File: src/rtl/if_fetch_stage.sv
// Instruction-fetch stage: owns the fetch PC and issues reads to a 1-cycle synchronous
// instruction memory. Returned words are queued in a 2-entry buffer that feeds IF/ID.
module if_fetch_stage #(
  parameter int                ADDR_W   = 10,
  parameter logic [ADDR_W-1:0] RESET_PC = '0
) (
  input  logic              clk,
  input  logic              rst,
  input  logic              en,
  input  logic              stall,
  input  logic              redirect,
  input  logic [ADDR_W-1:0] redirect_pc,
  input  logic              halt,
  output logic              im_req,
  output logic [ADDR_W-1:0] im_addr,
  input  logic [31:0]       im_data,
  output logic              out_valid,
  output logic [31:0]       out_inst,
  output logic [ADDR_W-1:0] out_pc,
  output logic [ADDR_W-1:0] out_pc_4
);

  typedef enum logic {RUN, HALTED} state_t;

  state_t            state;
  state_t            state_nxt;
  logic [ADDR_W-1:0] fetch_pc;
  logic [1:0]        count;
  logic [1:0]        count_nxt;
  logic              inflight;
  logic [ADDR_W-1:0] inflight_pc;
  logic [31:0]       slot_inst [2];
  logic [ADDR_W-1:0] slot_pc   [2];

  logic              head_vld;
  logic              pop;
  logic              push;
  logic              issue;
  logic              flush;
  logic              wr_sel;
  logic [2:0]        occ;

  function automatic logic [ADDR_W-1:0] pc_inc(input logic [ADDR_W-1:0] pc);
    return pc + {{(ADDR_W-1){1'b0}}, 1'b1};
  endfunction

  assign head_vld = (state == RUN) && (count != 2'd0);
  assign pop      = en && !stall && head_vld && !redirect && !halt;
  // Slots that will be occupied once this cycle's pop and in-flight arrival settle.
  assign occ      = {1'b0, count} + {2'b00, inflight} - {2'b00, pop};
  // Arrival lands just behind whatever survives this cycle's pop.
  assign wr_sel   = (count == 2'd2) || ((count == 2'd1) && !pop);

  always_comb begin
    state_nxt = state;
    issue     = 1'b0;
    flush     = 1'b0;
    push      = 1'b0;
    im_addr   = fetch_pc;
    if (state == RUN) begin
      if (en && halt) begin
        state_nxt = HALTED;
        flush     = 1'b1;
      end else if (en && redirect) begin
        flush   = 1'b1;
        issue   = !rst;
        im_addr = redirect_pc;
      end else begin
        push  = inflight;
        issue = en && !rst && (occ <= 3'd1);
      end
    end
    if (flush) begin
      count_nxt = 2'd0;
    end else begin
      count_nxt = count + {1'b0, push} - {1'b0, pop};
    end
  end

  assign im_req = issue;

  always_ff @(posedge clk or posedge rst) begin
    if (rst) begin
      state <= RUN;
    end else begin
      state <= state_nxt;
    end
  end

  // Fetch control: PC, buffer occupancy and outstanding-read flag.
  always_ff @(posedge clk or posedge rst) begin
    if (rst) begin
      fetch_pc <= RESET_PC;
      count    <= 2'd0;
      inflight <= 1'b0;
    end else begin
      count    <= count_nxt;
      inflight <= issue;
      if (issue) begin
        fetch_pc <= pc_inc(im_addr);
      end
    end
  end

  // Buffer data: slot 0 is the head; a pop shifts slot 1 forward.
  always_ff @(posedge clk) begin
    if (issue) begin
      inflight_pc <= im_addr;
    end
    if (pop) begin
      slot_inst[0] <= slot_inst[1];
      slot_pc[0]   <= slot_pc[1];
    end
    if (push) begin
      slot_inst[wr_sel] <= im_data;
      slot_pc[wr_sel]   <= inflight_pc;
    end
  end

  assign out_valid = head_vld;
  assign out_inst  = head_vld ? slot_inst[0]      : 32'd0;
  assign out_pc    = head_vld ? slot_pc[0]        : '0;
  assign out_pc_4  = head_vld ? pc_inc(slot_pc[0]) : '0;

endmodule

File: config.mk
export PLATFORM = sky130hd
export DESIGN_NAME = if_fetch_stage
export DESIGN_NICKNAME = d
export VERILOG_FILES = /design/src/rtl/if_fetch_stage.sv
export SDC_FILE = /design/constraint.sdc
export NUM_CORES = 1
export LEC_CHECK = 0
export ABC_AREA = 1
export ABC_CLOCK_PERIOD_IN_PS = 4300
export CORE_MARGIN = 2
export CORE_UTILIZATION = 51
export CTS_CLUSTER_DIAMETER = 120
export DETAILED_ROUTE_END_ITERATION = 8
export GPL_TIMING_DRIVEN = 0
export PLACE_DENSITY = 0.8
export SYNTH_ARGS = -nofsm -noshare
export SYNTH_HDL_FRONTEND = slang
export SYNTH_SLANG_ARGS = --single-unit
File: constraint.sdc
create_clock -name clk -period 4.3 [get_ports clk]
set_clock_uncertainty 0.15 [all_clocks]
set_input_delay 1.075 -clock clk [delete_from_list [all_inputs] [get_ports clk]]
set_output_delay 1.075 -clock clk [all_outputs]
set_load 0.02 [all_outputs]
[Word-level counts from Yosys, hierarchy flattened]
Memory sizes are Yosys's and may differ from the RTL's.
Index checks and enable logic that the tools add are counted.
W data, S select, Z words.
Storage, ports and cells
  output and inout port bits: 64
  input bits: 48
  memories: 2
  word-level logic and storage cells: 56
  memory bits (writable): 84
  register bits after elaboration: 24
Memory list
  slot_inst: words 2, bits a word 32, read ports 2, clocked after Yosys merged registers in 0, write ports 2, RTL line 32  | logic [31:0] slot_inst [2];
  slot_pc: words 2, bits a word 10, read ports 2, clocked after Yosys merged registers in 0, write ports 2, RTL line 33  | logic [ADDR_W-1:0] slot_pc [2];
Operators by class
  multiplexer cells: 22
  order comparisons: 1
  reduce and logical (&&, ||, !) cells: 17
  bitwise gates (word level): 1
  equal/unequal tests: 2
  add/sub/neg operators: 6
Operator list (count)
  $mux W10: 5
  $mux W32: 1
  $add A10 B1 Y10 const B: 2
  $mux W1: 15
  $logic_and A1 B1 Y1: 10
  $logic_not A1 Y1: 5
  $add A2 B1 Y3: 1
  $le A3 B1 Y1 const B: 1
  $sub A3 B1 Y3: 1
  $add A2 B1 Y2: 1
  $eq A2 B1 Y1 const B: 1
  $eq A2 B2 Y1 const B: 1
  $mux W2: 1
  $reduce_bool A2 Y1: 1
  $sub A2 B1 Y2: 1
  $logic_or A1 B1 Y1: 1
  $not A1 Y1: 1

[Longest topological paths before layout]
Gate-level depths: netlist (run 1).
  depth after elaboration: 11
  gate-level depth with buffers: 14
  mapped depth without buffers: 14

[Least setup slack after synthesis (run 1)]
OpenSTA, ideal clock, no wires.
  path kind: input to register
  from: in redirect
  to: mem slot_inst[1][0], enable pin
  path buffers: 0
  path slack: 0.080 ns
  stages on the path: 5
  arrival: 3.615 ns
  required time: 3.694 ns
  path through: nand2_2 > inv_2 > nor3_2 > inv_1 > a21oi_1
RTL lines
  from (decl): RTL line 11  | input logic redirect,
  to (decl): RTL line 32

[Worst setup path in the final report (run 1)]
  from: in redirect
  to: out im_req
Between the ends
  cells in the longest elaborated chain, start to end: 9
  elaborated cells between the ends (all ways): 10
  classes of those cells: 1 x add/sub; 1 x order compare; 3 x mux; 5 x reduce/logical
Ends and longest elaborated chain
  $logic_not A1 Y1: RTL line 48  | assign pop = en && !stall && head_vld && !redirect && !halt;
  $logic_and A1 B1 Y1 (2 in a row): RTL line 48
  $sub A3 B1 Y3: RTL line 50  | assign occ = {1'b0, count} + {2'b00, inflight} - {2'b00, pop};
  $le A3 B1 Y1: RTL line 70  | issue = en && !rst && (occ <= 3'd1);
  $logic_and A1 B1 Y1: RTL line 70
  $mux W1 (*): RTL line 64  | end else if (en && redirect) begin
  $mux W1 (*): RTL line 61  | if (en && halt) begin
  $mux W1 (*): RTL line 60  | if (state == RUN) begin
  to (decl): RTL line 14  | output logic im_req,
Every way passes the cells marked *; elsewhere a longest branch is shown, timed or not.

==> results list, run 1 <==
- Switching power: 363 µW
- From synthesis to final layout, the design area changed by 31.8%.
- The path class of the tightest hold or removal check is reg -> reg.
- Entering global routing, the biggest net connects 25 pins.
- The worst pin sits at a relative slew slack of 0.537.
- Once routing completed, OpenROAD measured the worst setup slack at 0.0915 ns.
- Root buffer cell: clkbuf_8
- Number of warnings issued by yosys: 0
* Final period utilization: 0.979
- Aggregate global-route resource usage: 0.209
- Number of hold-repair buffers added at the cts stage: 0
* Clock network power share: 0.358
* Detailed placement HPWL: 7.77 mm
* Number of vias per cell after detailed routing: 4.87
- The number of global-route vias before repair is 3842.
- Register-to-Register Path Depth: 14
* Total count of max-transition violations in the final report: 0
- Summing over every cut layer, the via total after detailed routing is 3753.
- Switching power as a share of total power: 0.196
* Cell family with the largest share of critical-path delay: adder cells
- PortBufs: 111
- After clock tree synthesis, the clock-pin slew on the worst setup and hold paths is 0.09 ns.
* Total number of H-tree levels: 3
- At the placement stage, the worst setup path has a slack of -1.26 ns.
- Based on the critical path, the design can be clocked at up to 238 MHz.
* Die ar.: 10800 µm²
* Count of routing violations after the opening detailed-route iteration: 178
* Total number of clock tree sinks: 108
* Worst endpoint required time: 3.07 ns
* Buf/Inv on CP: 4
* Number of hold-slack violations in the final timing report: 0
- The mapped netlist covers 5090 µm².
* Count of max-cap constraint violations: 0
- VDD sags by at most 0.000166 V.
- The critical path runs through a total of 11 cells.
- Slowest library cell on the worst path: fa_2
- Launching point of the worst reg2reg path: count[1]
- In this run the static leakage power is 2.93 nW.
- Pre-Repair DR Iteration Count: 5
- Total power divided by cell area: 277 nW/µm²
- Final-report setup violation count: 0
* Relative contribution of sequential cells to total power: 0.607
* Crit-path most repeated cell: buf_6
- Hold is met by 0.305 ns.
- Number of cells on the worst hold path: 0
- The internal power of the cells totals 1.49 mW.
- Std-Cell Rows: 36
* Mean instance size in the synthesized netlist: 10.1 µm²
- Fin util: 0.690
- Slowest cell delay on critical path: 0.53 ns
* Die H: 104 µm
- Initial Utilization: 0.523
- At the pin with the least slew margin, the transition time is 0.693 ns.
* Critical path startpoint: redirect
- Total power for the finished layout comes to 1.86 mW.
* CP Cell Sequence: clkdlybuf4s15_1, nor2_2, nand3_4, xor2_1, ha_2, inv_2, fa_2, nand2_1, a21oi_2, buf_6, buf_6
- The initial antenna violation count came to 0.
- In the routed design, unresolved DRC markers number 0.
* Drt total wl: 10.5 mm
- Flop and latch count out of synthesis: 108
- Clock tree from TritonCTS: done
- In the final layout, the share of cells above drive strength 1 is 0.135.
- Nets@finish: 686
* Shortest period the worst path allows: 4.21 ns
* Proportion of synthesized chip area in sequential cells: 0.623
- Fin Setup TNS: 0 ns
* CP Data Arrival Time: 2.98 ns
- Antenna-violating nets left: 0
* RD Place Congestion: 0.854
* Horiz. Die Dim: 104 µm
- Number of CTS-inserted buffers: 9
- Net count of the mapped netlist: 557
- STA classifies the critical path startpoint as an input port.
- During I/O placement, the number of pins put on the boundary was 112.
- 0 antenna diodes ended up in the layout.
* Grt total ovfl: 0
- After detailed routing, the average wire length per cell comes to 13.7 µm.
* Destination of the worst register-to-register timing path: fetch_pc[5]
- Synthesis handed over a netlist of 503 instances.
- After floorplanning, the core was sized to cover 9730 µm².
- Slack of the worst reg-to-reg path: 1.19 ns
* Global-route wire length before repair: 18.0 mm
* Combinational fraction of design power: 0.035
- After synthesis, the netlist uses 36 different library cells.
* Critical-path maximum fanout: 3
- The clock passes through at most 2 buffers.
- STA classifies the critical path endpoint as an output pin.
- The setup path with the least slack is of type in -> out.
* Clock latency on the worst-skew pair: 0.37 ns
- Worst setup path endpoint: im_req
* Run status: complete, no violations
- RSZ-0062 raised after global routing: false
cell families (layout without fill, tap and decap cells):
logic type / Yosys count / count (layout) / share of synthesized area
buf+inv: 124 / 258 / 0.101
simple gates: 193 / 193 / 0.171
flops: 108 / 108 / 0.623
fa+ha+maj: 6 / 6 / 0.0162
xor+xnor: 3 / 3 / 0.00516
compound gates: 69 / 69 / 0.0836
worst min-delay path by stage:
stage,startpoint,endpoint,slack (ns)
4_1_cts,inflight_pc[7],slot_pc[1][7],0.31
6_report,inflight_pc[7],slot_pc[1][7],0.30
5_1_grt,inflight_pc[7],slot_pc[1][7],0.32
3_5_place_dp,inflight_pc[2],slot_pc[1][2],0.28
3_3_place_gp,inflight_pc[7],slot_pc[1][7],0.28
2_1_floorplan,inflight_pc[0],slot_pc[1][0],0.28
cell usage after synthesis:
library cell / n / area, µm²
a21oi_1: 11 / 55.1
a21oi_4: 1 / 16.3
a31oi_1: 2 / 12.5
buf_1: 2 / 7.51
buf_2: 2 / 10.0
buf_6: 6 / 67.6
clkbuf_1: 5 / 18.8
clkinv_1: 1 / 3.75
dfrtp_1: 14 / 350
edfxtp_1: 94 / 2820
fa_1: 1 / 20.0
ha_1: 5 / 62.6
inv_1: 105 / 394
inv_2: 3 / 11.3
nand2_1: 90 / 338
nand2_2: 14 / 87.6
nand2_4: 1 / 11.3
nand3_1: 10 / 50.1
nand3_2: 4 / 40.0
nand3_4: 1 / 17.5
nand4_1: 3 / 18.8
nor2_1: 59 / 221
nor2_2: 1 / 6.26
nor2_4: 1 / 11.3
nor2_8: 1 / 20.0
nor3_1: 4 / 20.0
nor3_2: 1 / 10.0
nor4_1: 1 / 6.26
o21ai_0: 11 / 55.1
o21ai_1: 27 / 135
o21ai_2: 14 / 123
o21ai_4: 1 / 16.3
o22ai_1: 2 / 12.5
or2_2: 2 / 12.5
xnor2_1: 2 / 17.5
xor2_1: 1 / 8.76
cell usage in the layout (no fill, tap or decap), types with 2 or more instances in the layout:
cell	instances
ha_1	4
buf_4	4
clkinv_4	2
edfxtp_1	94
a31oi_1	2
clkinv_1	2
nand4_1	3
clkinv_2	2
buf_1	2
buf_2	3
o21ai_1	27
nand3_2	4
dlygate4sd2_1	2
clkbuf_8	9
buf_16	2
o21ai_0	11
nand3_1	10
buf_6	8
dfrtp_1	14
nand2_1	89
nor2_1	57
inv_1	104
clkbuf_1	5
a21oi_4	2
bufinv_16	2
nand2_2	15
nor2_2	3
a21oi_1	9
inv_2	4
nor3_1	4
clkdlybuf4s50_1	106
or2_2	2
o21ai_2	14
o22ai_1	2
repair_timing:
item | CTS | global route
cloned | 1 | 0
endpoints found under the setup margin | 1 | 1
pin swaps | 7 | 6
setup buffers | 4 | 0
resized for setup | 21 | 2
power by group through the flow:
stage	clock, mW	sequential (mW)	combinational [mW]
6_report	0.664	1.13	0.0643
3_5_place_dp	0	1.15	0.0647
2_1_floorplan	0	1.15	0.0129
3_3_place_gp	0	1.15	0.0625
5_1_grt	0.709	1.13	0.0694
4_1_cts	0.677	1.13	0.0646
metrics by stage:
stage / area, µm² / cells
after CTS: 6710 / 770
after detailed placement: 6440 / 749
final: 6710 / 770
after global routing: 6710 / 770
after floorplan: 5090 / 503
after global placement: 6370 / 747
state kept, by name, summed over array words and instances (netlist names):
register,count
state,1
inflight_pc,10
slot_pc,20
count,2
slot_inst,64
inflight,1
fetch_pc,10
layer usage:
metal | track usage | share of wire | up-vias
met4 | 0.0666 | 0.013 | 0
li1 | - | - | 1863
met3 | 0.0388 | 0.060 | 14
met2 | 0.365 | 0.51 | 140
met5 | 0 | 0 | -
met1 | 0.265 | 0.42 | 1736
final cells by class:
type                            instances  area (µm²)
Buffer                                 15         110
Sequential cell                       108        3170
Fill cell                             740        3020
Clock inverter                          7        91.3
Tap cell                              133         166
Timing Repair Buffer                  118        1190
Multi-Input combinational cell        271        1440
Clock buffer                            9         124
Inverter                              109         409
Note: power is estimated with default switching activity, not from simulation.
==> run 2, diff against run 1 <==
--- a/config.mk
+++ b/config.mk
@@ -13,5 +13,6 @@
 export DETAILED_ROUTE_END_ITERATION = 8
 export GPL_TIMING_DRIVEN = 0
-export PLACE_DENSITY = 0.8
+export HOLD_SLACK_MARGIN = 0.05
+export PLACE_DENSITY = 0.89
 export SYNTH_ARGS = -nofsm -noshare
 export SYNTH_HDL_FRONTEND = slang
==> constraint.sdc (replaced) <==
create_clock -name clk -period 4.3 [get_ports clk]
set_clock_uncertainty 0.15 [all_clocks]
set_input_delay 1.29 -clock clk [delete_from_list [all_inputs] [get_ports clk]]
set_output_delay 1.29 -clock clk [all_outputs]
set_load 0.02 [all_outputs]
==> results list, run 2 (synthesized netlist as in run 1, its figures left out) <==
- The maximum number of pins on one net before global-route repair is 29 (+16%).
- The slack of the critical path came to -0.0848 ns (-0.176 ns).
- The worst setup path is launched from an input port.
- Hold_ws: 0.305 ns (+0.000370 ns)
* Slowest cell delay on critical path: 0.35 ns (-0.18 ns)
- The ratio of cells with drive above 1 in the final layout was 0.150 (+0.0150).
* Vias in the first global route: 4005 (+4.2%)
* Die H: 104 µm (unchanged)
- The worst reg-to-reg path cell count came to 16 (+2).
* Maximum clock insertion buffer count: 2 (unchanged)
* Most used cells in the layout excluding fill and tap cells: inv_1, clkdlybuf4s50_1, edfxtp_1
- Cell family with the largest share of critical-path delay: adder cells
- Critical-path maximum fanout: 2 (-1)
- The overall routing resource usage came to 0.209 (about the same).
* Average detailed-routed wire length per instance: 14.3 µm (+4.7%)
* Count of cell instances traversed by the critical path: 12 (+1)
* Register bank with the most flops: slot_inst
- The detailed placement HPWL was 8.05 mm (+3.5%).
* Relative slew margins: 0.532 (-0.00479)
- The maximum clock frequency was 228 MHz (-4.0%).
- CP Data Arrival Time: 2.94 ns (-0.04 ns)
- Growth of design area from synthesis to finish: 33.0%
- The clock-pin slew on the worst setup and hold paths came to 0.09 ns (about the same).
- Peak supply drop: 0.000174 V (+4.5%)
* Final period utilization: 1.02 (+0.0410)
- The total die area was 10800 µm² (unchanged).
- Initial Utilization: 0.523 (unchanged)
- Most common cell after layout, fill and taps aside: inv_1
- Filler Cell Count: 717 (-3.1%)
- Clock latency on the worst-skew pair: 0.36 ns (about the same)
- Clock tree from TritonCTS: done
- The number of I/O port buffers was 111 (unchanged).
- The endpoint identified for the worst register-to-register timing path is fetch_pc[2].
- Multi-input logic area: 1460 µm² (+1.4%)
- Buf/Inv on CP: 4 (unchanged)
* RSZ-0062 raised after global routing: true
- Worst setup path endpoint: im_req
* Post-layout power: 1.79 mW (-3.5%)
- Placed Instance Area: 6430 µm² (about the same)
- Antenna violations before repair: 0 (unchanged)
- The routed wire length came to 11.1 mm (+5.1%).
- Count of routing violations after the opening detailed-route iteration: 146 (-18%)
* Worst endpoint required time: 2.86 ns (-0.21 ns)
- Floorplan core area: 9730 µm² (unchanged)
- The H-tree depth reported by CTS came to 3 (unchanged).
- Walking the worst path, the cells encountered are buf_8, nor2_4, nand3_4, xor2_1, ha_2, inv_2, fa_2, xnor2_2, nand2_2, a21oi_4, buf_6, buf_6.
* Nets@finish: 689 (+0.44%)
* Final-report setup violation count: 1 (+1)
- Fin util: 0.696 (+0.00617)
- The number of I/O pins came to 112 (unchanged).
* Number of CTS-inserted buffers: 9 (unchanged)
* Type of element capturing the critical path: output pin
- Critical path type: in -> out
- The overall overflow remaining after global route came to 0 (unchanged).
- The number of diodes came to 0 (unchanged).
- The final count of hold timing violations came to 0 (unchanged).
* Slowest library cell on the worst path: fa_2
* Total number of clock tree sinks: 108 (unchanged)
- Total count of max-transition violations in the final report: 0 (unchanged)
* Antenna-violating nets left: 0 (unchanged)
- The flip-flop count of the largest register, all copies and words added came to 64 (unchanged).
* Horiz. Die Dim: 104 µm (unchanged)
- Launching point of the worst reg2reg path: count[1]
- Total vias in the final route: 3821 (+1.8%)
- The first-pass GRT wire length was 18.0 mm (-0.11%).
- Post-route cell area: 6770 µm² (+0.90%)
* Largest regs: slot_inst x64, slot_pc x20
* Worst Max-Slew Pin Slew: 0.700 ns (+0.00718 ns)
- Std-Cell Rows: 36 (unchanged)
* Total power divided by cell area: 264 nW/µm² (-4.4%)
- Violations in the final reports: negative setup slack
* RD Place Congestion: 0.835 (-2.2%)
* Count of max-cap constraint violations: 0 (unchanged)
- The run finished, with violations left.
- The worst hold path belongs to the class reg -> reg.
- Root buffer cell: clkbuf_8
- The leakage power figure is 3.04 nW (+3.7%).
* Fin Setup TNS: -0.0848 ns (-0.0848 ns)
- Shortest period the worst path allows: 4.38 ns (+0.176 ns)
- In this design, the critical path's most frequently occurring cell is buf_6.
- Sequential cell area: 3170 µm² (about the same)
- Tracing the worst setup path back leads to its startpoint at halt.
- The ratio of routed vias to standard cells came to 4.94 (+1.4%).
* Pre-Repair DR Iteration Count: 4 (-1)
* Slack of the worst reg-to-reg path: 1.22 ns (+0.03 ns)
* DRC violations left: 0 (unchanged)
[run 2: worst min-delay path by stage]
stage	start	to	slack, ns	cells past startpoint
global placement	inflight_pc[7]	slot_pc[1][7]	0.28	0
finish	inflight_pc[2]	slot_pc[1][2]	0.31	0
global route	inflight_pc[1]	slot_pc[1][1]	0.33	0
detailed placement	inflight_pc[2]	slot_pc[1][2]	0.29	0
CTS	inflight_pc[2]	slot_pc[1][2]	0.31	0
floorplan	inflight_pc[0]	slot_pc[1][0]	0.28	0
[run 2: repair_timing]
action	4_1_cts	5_1_grt
gates resized for setup	43	13
hold buffers	0	0
pin swaps	8	8
cloned	1	0
buffers inserted	4	4
setup endpoints to repair	11	46
[run 2: cell type report]
cell class | count | area share
buffer | 14 | 0.0161
clock buffer | 12 | 0.0200
clock inverter | 4 | 0.00739
inverter | 109 | 0.0608
multi-input combinational | 271 | 0.216
sequential | 108 | 0.469
tap | 133 | 0.0246
timing repair buffer | 122 | 0.187
[run 2: stage by stage]
step	setup slack [ns]	instances
2_1_floorplan	-0.0698	503
3_3_place_gp	-1.44	747
3_5_place_dp	-1.55	749
4_1_cts	-0.194	770
5_1_grt	-0.185	773
6_report	-0.0848	773
[run 2: report_power, final]
group	switching, mW	total [mW]	internal (mW)
clock network	0.324	0.593	0.269
registers	0	1.13	1.13
logic	0.0263	0.0693	0.0430
[run 2: routing by layer]
layer	global-route usage	vias up	part of all wire
met5	0	-	0
li1	-	1863	-
met1	0.242	1807	0.42
met4	0.0734	0	0.018
met2	0.386	132	0.51
met3	0.0401	19	0.052
